`src/rtl/poly_square_synth.sv`:
```
// poly_square_synth: a multi-channel square-wave tone generator.
// Each channel plays a note for a fixed number of audio ticks. A channel can
// hold one queued note, which it plays right after the current note with no
// gap. A registered mix output counts how many channels are currently high.
`timescale 1ns/1ps

module poly_square_synth #(
    parameter  int CHANNELS = 2,
    parameter  int PERIOD_W = 16,
    parameter  int DUR_W    = 16,
    localparam int CH_W     = (CHANNELS > 1) ? $clog2(CHANNELS) : 1,
    localparam int MIX_W    = $clog2(CHANNELS + 1)
) (
    input  logic                clk,
    input  logic                rst,
    input  logic                advance_tick_i,
    input  logic                cmd_valid_i,
    output logic                cmd_ready_o,
    input  logic [CH_W-1:0]     cmd_channel_i,
    input  logic [PERIOD_W-1:0] cmd_half_period_i,
    input  logic [DUR_W-1:0]    cmd_duration_i,
    output logic [CHANNELS-1:0] audio_o,
    output logic [MIX_W-1:0]    mix_o,
    output logic [CHANNELS-1:0] busy_o,
    output logic [CHANNELS-1:0] done_o
);

    // An all-zero channel record is the idle, silent, empty-queue state.
    // Stop commands and reset both rely on this encoding.
    typedef enum logic {
        ST_IDLE = 1'b0,
        ST_PLAY = 1'b1
    } state_e;

    typedef struct packed {
        state_e              state;
        logic [PERIOD_W-1:0] hp;          // active note half period (0 = rest)
        logic [DUR_W-1:0]    rem;         // ticks left in the active note
        logic [PERIOD_W-1:0] phase;       // ticks spent in the current half cycle
        logic                audio;       // square output level
        logic                pend_valid;  // queued note present
        logic [PERIOD_W-1:0] pend_hp;
        logic [DUR_W-1:0]    pend_dur;
    } chan_t;

    chan_t               chan_q [CHANNELS];
    chan_t               chan_d [CHANNELS];
    logic [CHANNELS-1:0] done_q, done_d;
    logic [MIX_W-1:0]    mix_q, mix_d;

    logic                pend_sel;
    logic                cmd_accept;
    logic                cmd_is_stop;
    logic [CHANNELS-1:0] cmd_hit;

    // Command handshake: refuse only a note aimed at a channel whose queue is full.
    always_comb begin
        // NOTE: each variable driven here gets a default before any branch,
        // so no path leaves it unassigned and no latch is inferred.
        pend_sel = 1'b0;
        for (int c = 0; c < CHANNELS; c++) begin
            if (cmd_channel_i == CH_W'(c)) begin
                pend_sel = chan_q[c].pend_valid;
            end
        end
        // An out-of-range channel matches nothing above and is always accepted.
        cmd_ready_o = (cmd_duration_i == '0) || !pend_sel;
    end

    // Decode which channel, if any, an accepted command targets.
    always_comb begin
        cmd_accept  = cmd_valid_i && cmd_ready_o;
        cmd_is_stop = (cmd_duration_i == '0);
        cmd_hit     = '0;
        for (int c = 0; c < CHANNELS; c++) begin
            cmd_hit[c] = cmd_accept && (cmd_channel_i == CH_W'(c));
        end
    end

    // Next-state logic for every channel: stop, note end, tick advance, queueing.
    always_comb begin
        for (int c = 0; c < CHANNELS; c++) begin
            chan_d[c] = chan_q[c];
            done_d[c] = 1'b0;

            if (cmd_hit[c] && cmd_is_stop) begin
                // A stop overrides any tick this cycle and drops the queue.
                chan_d[c] = '0;
            end else if (chan_q[c].state == ST_PLAY && advance_tick_i) begin
                if (chan_q[c].rem == DUR_W'(1)) begin
                    // Final tick: force silence, even if a toggle was due.
                    done_d[c]       = 1'b1;
                    chan_d[c].audio = 1'b0;
                    chan_d[c].phase = '0;
                    if (chan_q[c].pend_valid) begin
                        chan_d[c].hp         = chan_q[c].pend_hp;
                        chan_d[c].rem        = chan_q[c].pend_dur;
                        chan_d[c].pend_valid = 1'b0;
                        chan_d[c].pend_hp    = '0;
                        chan_d[c].pend_dur   = '0;
                    end else if (cmd_hit[c]) begin
                        // The queue is empty, so a note arriving now starts
                        // immediately, with no gap.
                        chan_d[c].hp  = cmd_half_period_i;
                        chan_d[c].rem = cmd_duration_i;
                    end else begin
                        chan_d[c].state = ST_IDLE;
                        chan_d[c].hp    = '0;
                        chan_d[c].rem   = '0;
                    end
                end else begin
                    chan_d[c].rem = chan_q[c].rem - DUR_W'(1);
                    if (chan_q[c].hp != '0) begin
                        if (chan_q[c].phase == chan_q[c].hp - PERIOD_W'(1)) begin
                            chan_d[c].phase = '0;
                            chan_d[c].audio = ~chan_q[c].audio;
                        end else begin
                            chan_d[c].phase = chan_q[c].phase + PERIOD_W'(1);
                        end
                    end
                    if (cmd_hit[c]) begin
                        chan_d[c].pend_valid = 1'b1;
                        chan_d[c].pend_hp    = cmd_half_period_i;
                        chan_d[c].pend_dur   = cmd_duration_i;
                    end
                end
            end else if (cmd_hit[c]) begin
                if (chan_q[c].state == ST_IDLE) begin
                    chan_d[c].state = ST_PLAY;
                    chan_d[c].hp    = cmd_half_period_i;
                    chan_d[c].rem   = cmd_duration_i;
                    chan_d[c].phase = '0;
                    chan_d[c].audio = 1'b0;
                end else begin
                    chan_d[c].pend_valid = 1'b1;
                    chan_d[c].pend_hp    = cmd_half_period_i;
                    chan_d[c].pend_dur   = cmd_duration_i;
                end
            end
        end
    end

    // Mix: count the channel outputs that are currently high. Registering the
    // result makes it lag the audio outputs by one cycle.
    always_comb begin
        mix_d = '0;
        for (int c = 0; c < CHANNELS; c++) begin
            mix_d = mix_d + MIX_W'(chan_q[c].audio);
        end
    end

    // State register: asynchronous reset clears every channel, the queue and the mix.
    always_ff @(posedge clk or posedge rst) begin
        if (rst) begin
            // NOTE: every channel register is cleared, queued-note fields
            // included. These are a handful of flops, not a RAM, so resetting
            // them costs nothing and means no stale note can replay.
            for (int c = 0; c < CHANNELS; c++) begin
                chan_q[c] <= '0;
            end
            done_q <= '0;
            mix_q  <= '0;
        end else begin
            // NOTE: state uses non-blocking assignments, so every register
            // updates from values sampled on the same edge.
            for (int c = 0; c < CHANNELS; c++) begin
                chan_q[c] <= chan_d[c];
            end
            done_q <= done_d;
            mix_q  <= mix_d;
        end
    end

    // Outputs are taken directly from the registered channel state.
    always_comb begin
        for (int c = 0; c < CHANNELS; c++) begin
            audio_o[c] = chan_q[c].audio;
            busy_o[c]  = (chan_q[c].state == ST_PLAY);
        end
        done_o = done_q;
        mix_o  = mix_q;
    end

endmodule

```
`config.mk`:
```
export PLATFORM = sky130hd
export DESIGN_NAME = poly_square_synth
export DESIGN_NICKNAME = d
export VERILOG_FILES = /design/src/rtl/poly_square_synth.sv
export SDC_FILE = /design/constraint.sdc
export NUM_CORES = 1
export LEC_CHECK = 0
export ABC_AREA = 1
export CELL_PAD_IN_SITES_DETAIL_PLACEMENT = 1
export CELL_PAD_IN_SITES_GLOBAL_PLACEMENT = 1
export CORE_AREA = 5 5 167 169
export CTS_BUF_LIST = sky130_fd_sc_hd__clkbuf_16
export DETAILED_ROUTE_END_ITERATION = 16
export DIE_AREA = 0 0 172 174
export HOLD_SLACK_MARGIN = 0.05
export MAX_ROUTING_LAYER = met4
export PLACE_DENSITY = 0.77
export SYNTH_ARGS = -nofsm -noshare
export SYNTH_HDL_FRONTEND = slang
export SYNTH_SLANG_ARGS = --single-unit
```
`constraint.sdc`:
```
create_clock -name clk -period 5.25 [get_ports clk]
set_clock_uncertainty 0.15 [all_clocks]
set_input_delay 0.7875 -clock clk [delete_from_list [all_inputs] [get_ports clk]]
set_output_delay 0.7875 -clock clk [all_outputs]
set_load 0.005 [all_outputs]
```
==> qor.txt, run 1 <==
critical path class -> in -> reg
cts hold-fix bufs -> 0
post-synth top area share -> 40.3%
Final Instance Area -> 11800 µm²
Post-CTS Resized -> 0
DR iter-0 viols -> 625
TritonCTS clock tree -> built
PD cells -> 442 nW/µm²
sequential share of the synthesized area -> 40.3%
status -> completed
clk sinks -> 170
switching pwr -> 2.19 mW
antenna violations before repair -> 0
Worst EP arrival -> 3.86 ns
post-placement cell count -> 1794
Pleak -> 5.51 nW
total global-route track usage -> 22.8%
RSZ-0062 raised after global routing -> no
global route total overflow -> 0
setup_tns -> 0 ns
Synthesis Warnings -> 0
Reg clk slew, reported paths -> 0.07 ns
syn_area_per_cell -> 7.28 µm²
worst-path maximum fanout -> 16
H-tree Lvls -> 4
Layout Cells excl Fill -> 1826
Yosys cell types -> 48
ys flop type -> dfrtp_1
worst skew pair latency -> 0.44 ns
clock share of power -> 25.1%
Routed wire per std cell -> 17.9 µm
# DRC -> 0
Syn-to-layout area delta -> 11.8%
synthesized cell area -> 10600 µm²
WL final -> 32700 µm
worst r2r dst -> chan_q[71]
Slew Limit Headroom -> 19.6%
ratio of final minimum period to clock period -> 69.6%
# setup viols final -> 0
layout net count -> 1518
Post-DP HPWL -> 24000 µm
EDFF count, synth -> 0
Die Ht -> 174 µm
ys async rst share -> 100%
Hold Path Class -> reg -> reg
Antenna Cells -> 0
Core Box Area -> 26400 µm²
Final ANT Viol Nets -> 0
Period minus WS final -> 3.65 ns
cells after synthesis -> 1451
syn_nets -> 1497
iteration count of the initial detailed-routing pass -> 5
R2R depth -> 9
Area after DPL -> 11200 µm²
largest net degree at the start of global routing -> 115
Root Buffer -> clkbuf_16
RR Startpoint -> chan_q[58]
GP Congestion -> 0.882
WP data required -> 5.45 ns
clk buf depth -> 2
Die Area -> 29900 µm²
first-pass GRT wire length -> 53400 µm
die width -> 172 µm
Synth area leaders -> dfrtp_1 40%, nand2_1 12%, nand3_1 5.7%
crit start category -> input port
worst vdd ir -> 200 µV
Setup crit end -> chan_q[71]
Final Util -> 44.7%
Flop pwr share -> 36.9%
Worst-Margin Slew -> 1.20 ns
total CTS buffers -> 17
post-CTS setup buffer count -> 0
Worst R2R Setup Slack -> 2.01 ns
vias -> 9890
worst hold stages -> 2
PortBufs -> 45
Max Fclk -> 274 MHz
Logic pwr share -> 38.0%
post-synth top area cell -> dfrtp_1
Critical Path Source -> cmd_duration_i[14]
CP Capture Type -> flip-flop
row cnt -> 60
Seq cells post-synth -> 170
max-slew violations -> 0
via/cell ratio -> 5.42
sw frac -> 42.1%
number of global-route vias before repair -> 10200
final hold vios -> 0
Top Ports -> 46
Initial Util -> 40.0%
share of cells above drive strength 1 -> 8.01%
Pint -> 3.02 mW
max-cap viol count -> 0
cells by family (layout without fill, tap and decap cells):
kind of cell / Yosys count / count (layout) / share of synthesized area [%]
simple gates: 712 / 712 / 30.0
compound gates: 298 / 298 / 16.5
flops: 170 / 170 / 40.3
xor+xnor: 38 / 38 / 3.15
fa+ha+maj: 9 / 9 / 1.07
buf+inv: 224 / 258 / 8.98
how the worst min path moves through the flow:
stage               startpoint         end  slack [ns]
floorplan           chan_q[83]  chan_q[83]        0.30
global placement    chan_q[92]  chan_q[92]        0.32
detailed placement  chan_q[15]  chan_q[15]        0.33
CTS                 chan_q[91]  chan_q[91]        0.34
global route        chan_q[94]  chan_q[94]        0.37
finish              chan_q[31]  chan_q[31]        0.34
state kept, by name, indices dropped and copies added, names as in the netlist:
signal / flops
chan_q: 162
audio_o: 2
busy_o: 2
done_o: 2
mix_o: 2
metal layers:
| metal | global-route usage (%) | wire length (µm) |
|---|---|---|
| met5 | - | 0 |
| met1 | 29.5 | 14900 |
| met3 | 3.43 | 981 |
| met2 | 37.6 | 16200 |
| met4 | 5.67 | 613 |
synth_stat cells, types with 2 or more instances:
cell and count:
buf_6 3, clkbuf_1 11, nand4_1 19, o211ai_1 15
dfrtp_1 170, nor2_4 9, nor2_2 12, or2_2 4
o22ai_1 9, a22oi_1 17, a31oi_1 13, xor2_1 26
o21ai_0 115, nand2_1 348, o21ai_2 2, nand2_4 4
nand3_1 120, inv_2 15, o21ai_1 46, o21bai_1 4
nor2_1 150, inv_1 158, buf_2 19, a21oi_1 53
xnor2_1 12, buf_4 16, nand2_2 14, o22ai_2 10
o221ai_1 8, nor3_1 16, ha_1 9, nand3b_1 5
nand3_2 4
layout by cell type (no fill, tap or decap), drive strengths merged:
master,count
nand2,366
inv,179
nor2,172
dfrtp,170
o21ai,163
nand3,125
a21oi,54
clkdlybuf4s50,45
xor2,26
nand4,20
o22ai,19
a22oi,17
clkbuf,17
nor3,17
o211ai,15
a31oi,13
xnor2,12
ha,9
o221ai,8
buf,7
nand3b,5
clkinv,5
o21bai,4
or2,4
clkinvlp,3
bufinv,2
nor4,1
o2bb2ai,1
a32o,1
nor3b,1
and2,1
a21o,1
o211a,1
o32ai,1
power by group through the flow:
| stage | combinational, mW | clock [mW] | sequential, mW |
|---|---|---|---|
| 5_1_grt | 2.24 | 1.39 | 1.97 |
| 3_3_place_gp | 1.90 | 0 | 1.94 |
| 6_report | 1.98 | 1.31 | 1.93 |
| 2_1_floorplan | 1.51 | 0 | 1.84 |
| 3_5_place_dp | 1.96 | 0 | 1.95 |
| 4_1_cts | 1.99 | 1.33 | 1.93 |
per-stage QoR:
step                worst slack [ns]  total power [mW]  hold slack [ns]
floorplan                       2.14              3.36            0.303
global route                    1.35              5.60            0.373
finish                          1.60              5.21            0.342
global placement                1.35              3.83            0.318
detailed placement              1.17              3.91            0.326
CTS                             1.64              5.25            0.344
final cells by class:
class	count	area [µm²]
Sequential cell	170	4250
Inverter	174	658
Multi-Input combinational cell	1057	5360
Clock buffer	17	425
Clock inverter	15	164
Tap cell	341	427
Timing Repair Buffer	52	515
Fill cell	3348	14600
critical path: stages:
cell and delay [ns]:
clkdlybuf4s50_1 0.56, inv_2 0.18, nand3_2 0.10, nor2_4 0.18
nand2_2 0.08, nand2_2 0.11, nand3_2 0.26, nand2_2 0.19
nand2_2 0.25, nor2_4 0.47, nand2_2 0.38, o21ai_0 0.29
Note: power is estimated with default switching activity, not from simulation.
==> run 2: changes to the inputs <==
Clock period 5.25 ns to 3.04 ns, I/O delays scaled along.
==> qor.txt, run 2 (synthesis results as in run 1) <==
status -> completed
Max Fclk -> 365 MHz
iteration count of the initial detailed-routing pass -> 5
# DRC -> 0
Die Ht -> 174 µm
Hold Path Class -> in -> async
worst-path maximum fanout -> 5
max-slew violations -> 0
CP bufs+invs -> 3
row cnt -> 60
via/cell ratio -> 5.39
H-tree Lvls -> 4
Routed wire per std cell -> 17.5 µm
total CTS buffers -> 17
Worst EP arrival -> 2.13 ns
clk buf depth -> 2
layout net count -> 1558
setup_tns -> 0 ns
Core Box Area -> 26400 µm²
DR iter-0 viols -> 588
worst vdd ir -> 364 µV
cts hold-fix bufs -> 0
worst skew pair latency -> 0.44 ns
Worst-Margin Slew -> 0.632 ns
Pleak -> 5.69 nW
Largest register FFs -> 162
Post-CTS Resized -> 0
TritonCTS clock tree -> built
Root Buffer -> clkbuf_16
crit start category -> input port
largest register by flop count -> chan_q
GP Congestion -> 0.866
global route total overflow -> 0
most frequent cells in the layout -> 348 x nand2_1, 170 x dfrtp_1, 157 x inv_1
first-pass GRT wire length -> 53500 µm
Final Instance Area -> 12100 µm²
largest net degree at the start of global routing -> 59
PortBufs -> 45
fill count -> 3326
Initial Util -> 40.0%
die width -> 172 µm
CP Capture Type -> output pin
antenna violations before repair -> 0
number of global-route vias before repair -> 10400
Worst R2R Setup Slack -> 0.43 ns
ratio of final minimum period to clock period -> 90.1%
Reg clk slew, reported paths -> 0.06 ns
total global-route track usage -> 22.8%
max-cap viol count -> 0
RSZ-0062 raised after global routing -> no
Syn-to-layout area delta -> 14.8%
Post-DP HPWL -> 24800 µm
R2R depth -> 11
Crit path max-delay family -> buffers and inverters
worst r2r dst -> chan_q[144]
Final ANT Viol Nets -> 0
vias -> 10000
RR Startpoint -> chan_q[134]
share of cells above drive strength 1 -> 10.4%
Slew Limit Headroom -> 57.8%
WP data required -> 2.43 ns
Worst path slowest cell -> clkdlybuf4s50_1
clk sinks -> 170
Period minus WS final -> 2.74 ns
crit-path max cell delay -> 0.69 ns
PD cells -> 740 nW/µm²
Top Ports -> 46
commonest non-fill, non-tap cell in the layout -> nand2_1
Area after DPL -> 11600 µm²
final hold vios -> 0
WL final -> 32600 µm
critical path class -> in -> out
Die Area -> 29900 µm²
Antenna Cells -> 0
post-CTS setup buffer count -> 0
# setup viols final -> 0
CP cell instances -> clkdlybuf4s50_1 -> inv_2 -> nor2_1 -> nor2_1 -> nand2_2 -> clkdlybuf4s50_1
-- run 2: cell count changes in the layout (fill, tap and decap cells not counted) --
cell	change
clkinv_2	-1
buf_4	+37
clkinvlp_4	+4
inv_6	-4
clkinv_1	-1
inv_8	-1
clkinv_4	+1
buf_12	+3
-- run 2: worst max path at each step --
stage | startpoint | to | slack, ns | depth (start not counted)
global placement | cmd_duration_i[13] | chan_q[154] | 0.19 | 11
global route | cmd_duration_i[6] | cmd_ready_o | 0.20 | 7
CTS | cmd_channel_i | cmd_ready_o | 0.30 | 6
floorplan | rst | audio_o[0] | 0.27 | 1
finish | cmd_channel_i | cmd_ready_o | 0.30 | 6
detailed placement | cmd_duration_i[14] | chan_q[150] | 0.07 | 10
-- run 2: per-stage QoR --
stage	hold WS, ns	instances	util [%]	power [mW]	setup slack [ns]
after global routing	0.293	1864	45.9	9.67	0.200
after CTS	0.267	1864	45.9	9.04	0.300
after global placement	0.316	1834	43.7	6.65	0.194
after floorplan	0.303	1451	-	5.80	0.265
after detailed placement	0.325	1834	43.7	6.79	0.0719
final	0.258	1864	45.9	8.97	0.301
-- run 2: metal layers --
metal | vias up | GRT usage [%] | wire, µm
met1 | 4958 | 28.9 | 14700
met4 | 0 | 6.22 | 717
met3 | 47 | 2.87 | 918
met2 | 139 | 38.3 | 16300
met5 | - | - | 0
li1 | 4902 | - | -
-- run 2: cell type report --
cell class | instances | area [µm²] | share of cell area, %
multi-input cells | 1057 | 5360 | 44.2
flip-flops and latches | 170 | 4250 | 35.1
repair buffers | 92 | 853 | 7.04
inverters | 174 | 658 | 5.43
well taps | 341 | 427 | 3.52
clock buffers | 17 | 425 | 3.51
clock inverters | 13 | 148 | 1.22
-- run 2: report_power, final --
group | switching [mW] | internal, mW | leakage, nW
clock network | 1.00 | 1.21 | 0.261
logic | 2.16 | 1.28 | 3.21
registers | 0.556 | 2.77 | 2.22
-- run 2: worst register-to-register path, stage by stage (launching register included) --
cell	delay, ns
dfrtp_1	0.39
inv_1	0.12
ha_1	0.24
nand3_1	0.10
nor4_1	0.19
nand2_1	0.27
inv_1	0.38
nand2_1	0.09
o21ai_0	0.21
nand2_1	0.09
o211ai_1	0.15
nand2_1	0.10
==> run 3: changes to the inputs <==
Settings changed: CORE_AREA 5 5 167 169 to 5 5 160 177, DIE_AREA 0 0 172 174 to 0 0 165 182.
==> qor.txt, run 3 (synthesis results as in run 1) <==
Worst R2R Setup Slack -> 0.45 ns
DR iter-0 viols -> 462
Root Buffer -> clkbuf_16
commonest non-fill, non-tap cell in the layout -> nand2_1
worst-path maximum fanout -> 3
Post-DP HPWL -> 25200 µm
Place WS -> 0.110 ns
R2R depth -> 14
# DRC -> 0
worst skew pair latency -> 0.46 ns
cts hold-fix bufs -> 0
final hold vios -> 0
share of cells above drive strength 1 -> 10.2%
Worst-Margin Slew -> 0.609 ns
max-slew violations -> 0
Core Box Area -> 26500 µm²
Worst EP arrival -> 2.19 ns
Syn-to-layout area delta -> 15.4%
Largest register FFs -> 162
GP Congestion -> 0.875
clk sinks -> 170
PD cells -> 751 nW/µm²
CP Capture Type -> output pin
row cnt -> 63
most frequent cells in the layout -> 348 x nand2_1, 170 x dfrtp_1, 157 x inv_1
Reg clk slew, reported paths -> 0.08 ns
antenna violations before repair -> 0
Crit path max-delay family -> buffers and inverters
crit-path max cell delay -> 0.58 ns
Top Ports -> 46
Die Ht -> 182 µm
largest register by flop count -> chan_q
Die Area -> 30000 µm²
Worst Slack Setup Final -> 0.246 ns
layout net count -> 1553
H-tree Lvls -> 4
max-cap viol count -> 0
Routed wire per std cell -> 17.8 µm
TritonCTS clock tree -> built
CP bufs+invs -> 2
total global-route track usage -> 23.5%
iteration count of the initial detailed-routing pass -> 4
Slew Limit Headroom -> 59.4%
global route total overflow -> 0
WL final -> 33500 µm
post-placement cell count -> 1845
critical path class -> in -> out
Hold Path Class -> in -> async
Initial Util -> 39.9%
Period minus WS final -> 2.79 ns
PortBufs -> 45
ratio of final minimum period to clock period -> 91.9%
Final ANT Viol Nets -> 0
WP data required -> 2.43 ns
Worst path slowest cell -> clkdlybuf4s50_1
crit start category -> input port
first-pass GRT wire length -> 54700 µm
Tot Pwr -> 9.15 mW
setup_tns -> 0 ns
CP cell instances -> clkdlybuf4s50_1 -> nor2_1 -> nand3_1 -> nor2_4 -> nand2_2 -> nand2_2 -> clkdlybuf4s50_1
die width -> 165 µm
status -> completed
RSZ-0062 raised after global routing -> no
Critical Path Source -> cmd_duration_i[6]
clk buf depth -> 2
worst r2r dst -> chan_q[129]
via/cell ratio -> 5.40
largest net degree at the start of global routing -> 72
# setup viols final -> 0
vias -> 10100
Post-CTS Resized -> 0
RR Startpoint -> chan_q[149]
number of global-route vias before repair -> 10800
Antenna Cells -> 0
Layout Cells excl Fill -> 1877
total CTS buffers -> 17
Max Fclk -> 358 MHz
worst vdd ir -> 395 µV
Pleak -> 5.72 nW
post-CTS setup buffer count -> 0
run 3: changes by cell type in the layout (fill, tap and decap cells not counted):
cell	previous run	this run
buf_12	4	6
buf_4	43	36
bufinv_16	2	1
clkinv_2	2	1
clkinv_8	0	5
clkinvlp_4	7	1
inv_6	1	3
inv_8	1	4
run 3: worst reg2reg max path, delay by kind of cell, from the launching register on:
family	cells	cell delay (ns)
AND/OR/NAND/NOR	11	1.39
adder cells (fa/ha/maj)	1	0.25
flip-flops	1	0.38
buffers and inverters	2	0.30
run 3: worst max-delay path by stage:
stage	endpoint	slack, ns	cells past startpoint
finish	cmd_ready_o	0.25	7
global route	cmd_ready_o	0.16	7
CTS	cmd_ready_o	0.24	7
detailed placement	chan_q[129]	0.11	14
global placement	chan_q[129]	0.17	14
floorplan	audio_o[0]	0.27	1
run 3: layer usage:
layer / vias to the layer above / wire, µm / track usage (%)
li1: 4890 / - / -
met1: 5022 / 14300 / 28.4
met2: 157 / 17200 / 40.2
met3: 62 / 1010 / 3.06
met4: 0 / 1030 / 8.45
met5: - / 0 / -
run 3: power by group:
group          total, mW  leakage [nW]  switching (mW)  internal (mW)
registers           3.33          2.22           0.568           2.76
logic               3.47          3.20            2.18           1.29
clock network       2.35         0.304            1.15           1.20
total               9.15          5.72            3.90           5.25
run 3: final cells by class:
class | count | area, µm²
fillers | 3403 | 14300
clock buffers | 17 | 425
multi-input cells | 1057 | 5360
well taps | 357 | 447
clock inverters | 15 | 200
flip-flops and latches | 170 | 4250
repair buffers | 87 | 841
inverters | 174 | 658
run 3: per-stage QoR:
| step | hold WS [ns] | instance area (µm²) | util, % |
|---|---|---|---|
| after floorplan | 0.303 | 10600 | - |
| after global placement | 0.316 | 11600 | 43.6 |
| after detailed placement | 0.328 | 11600 | 43.6 |
| after CTS | 0.237 | 12200 | 46.0 |
| after global routing | 0.270 | 12200 | 46.0 |
| final | 0.237 | 12200 | 46.0 |
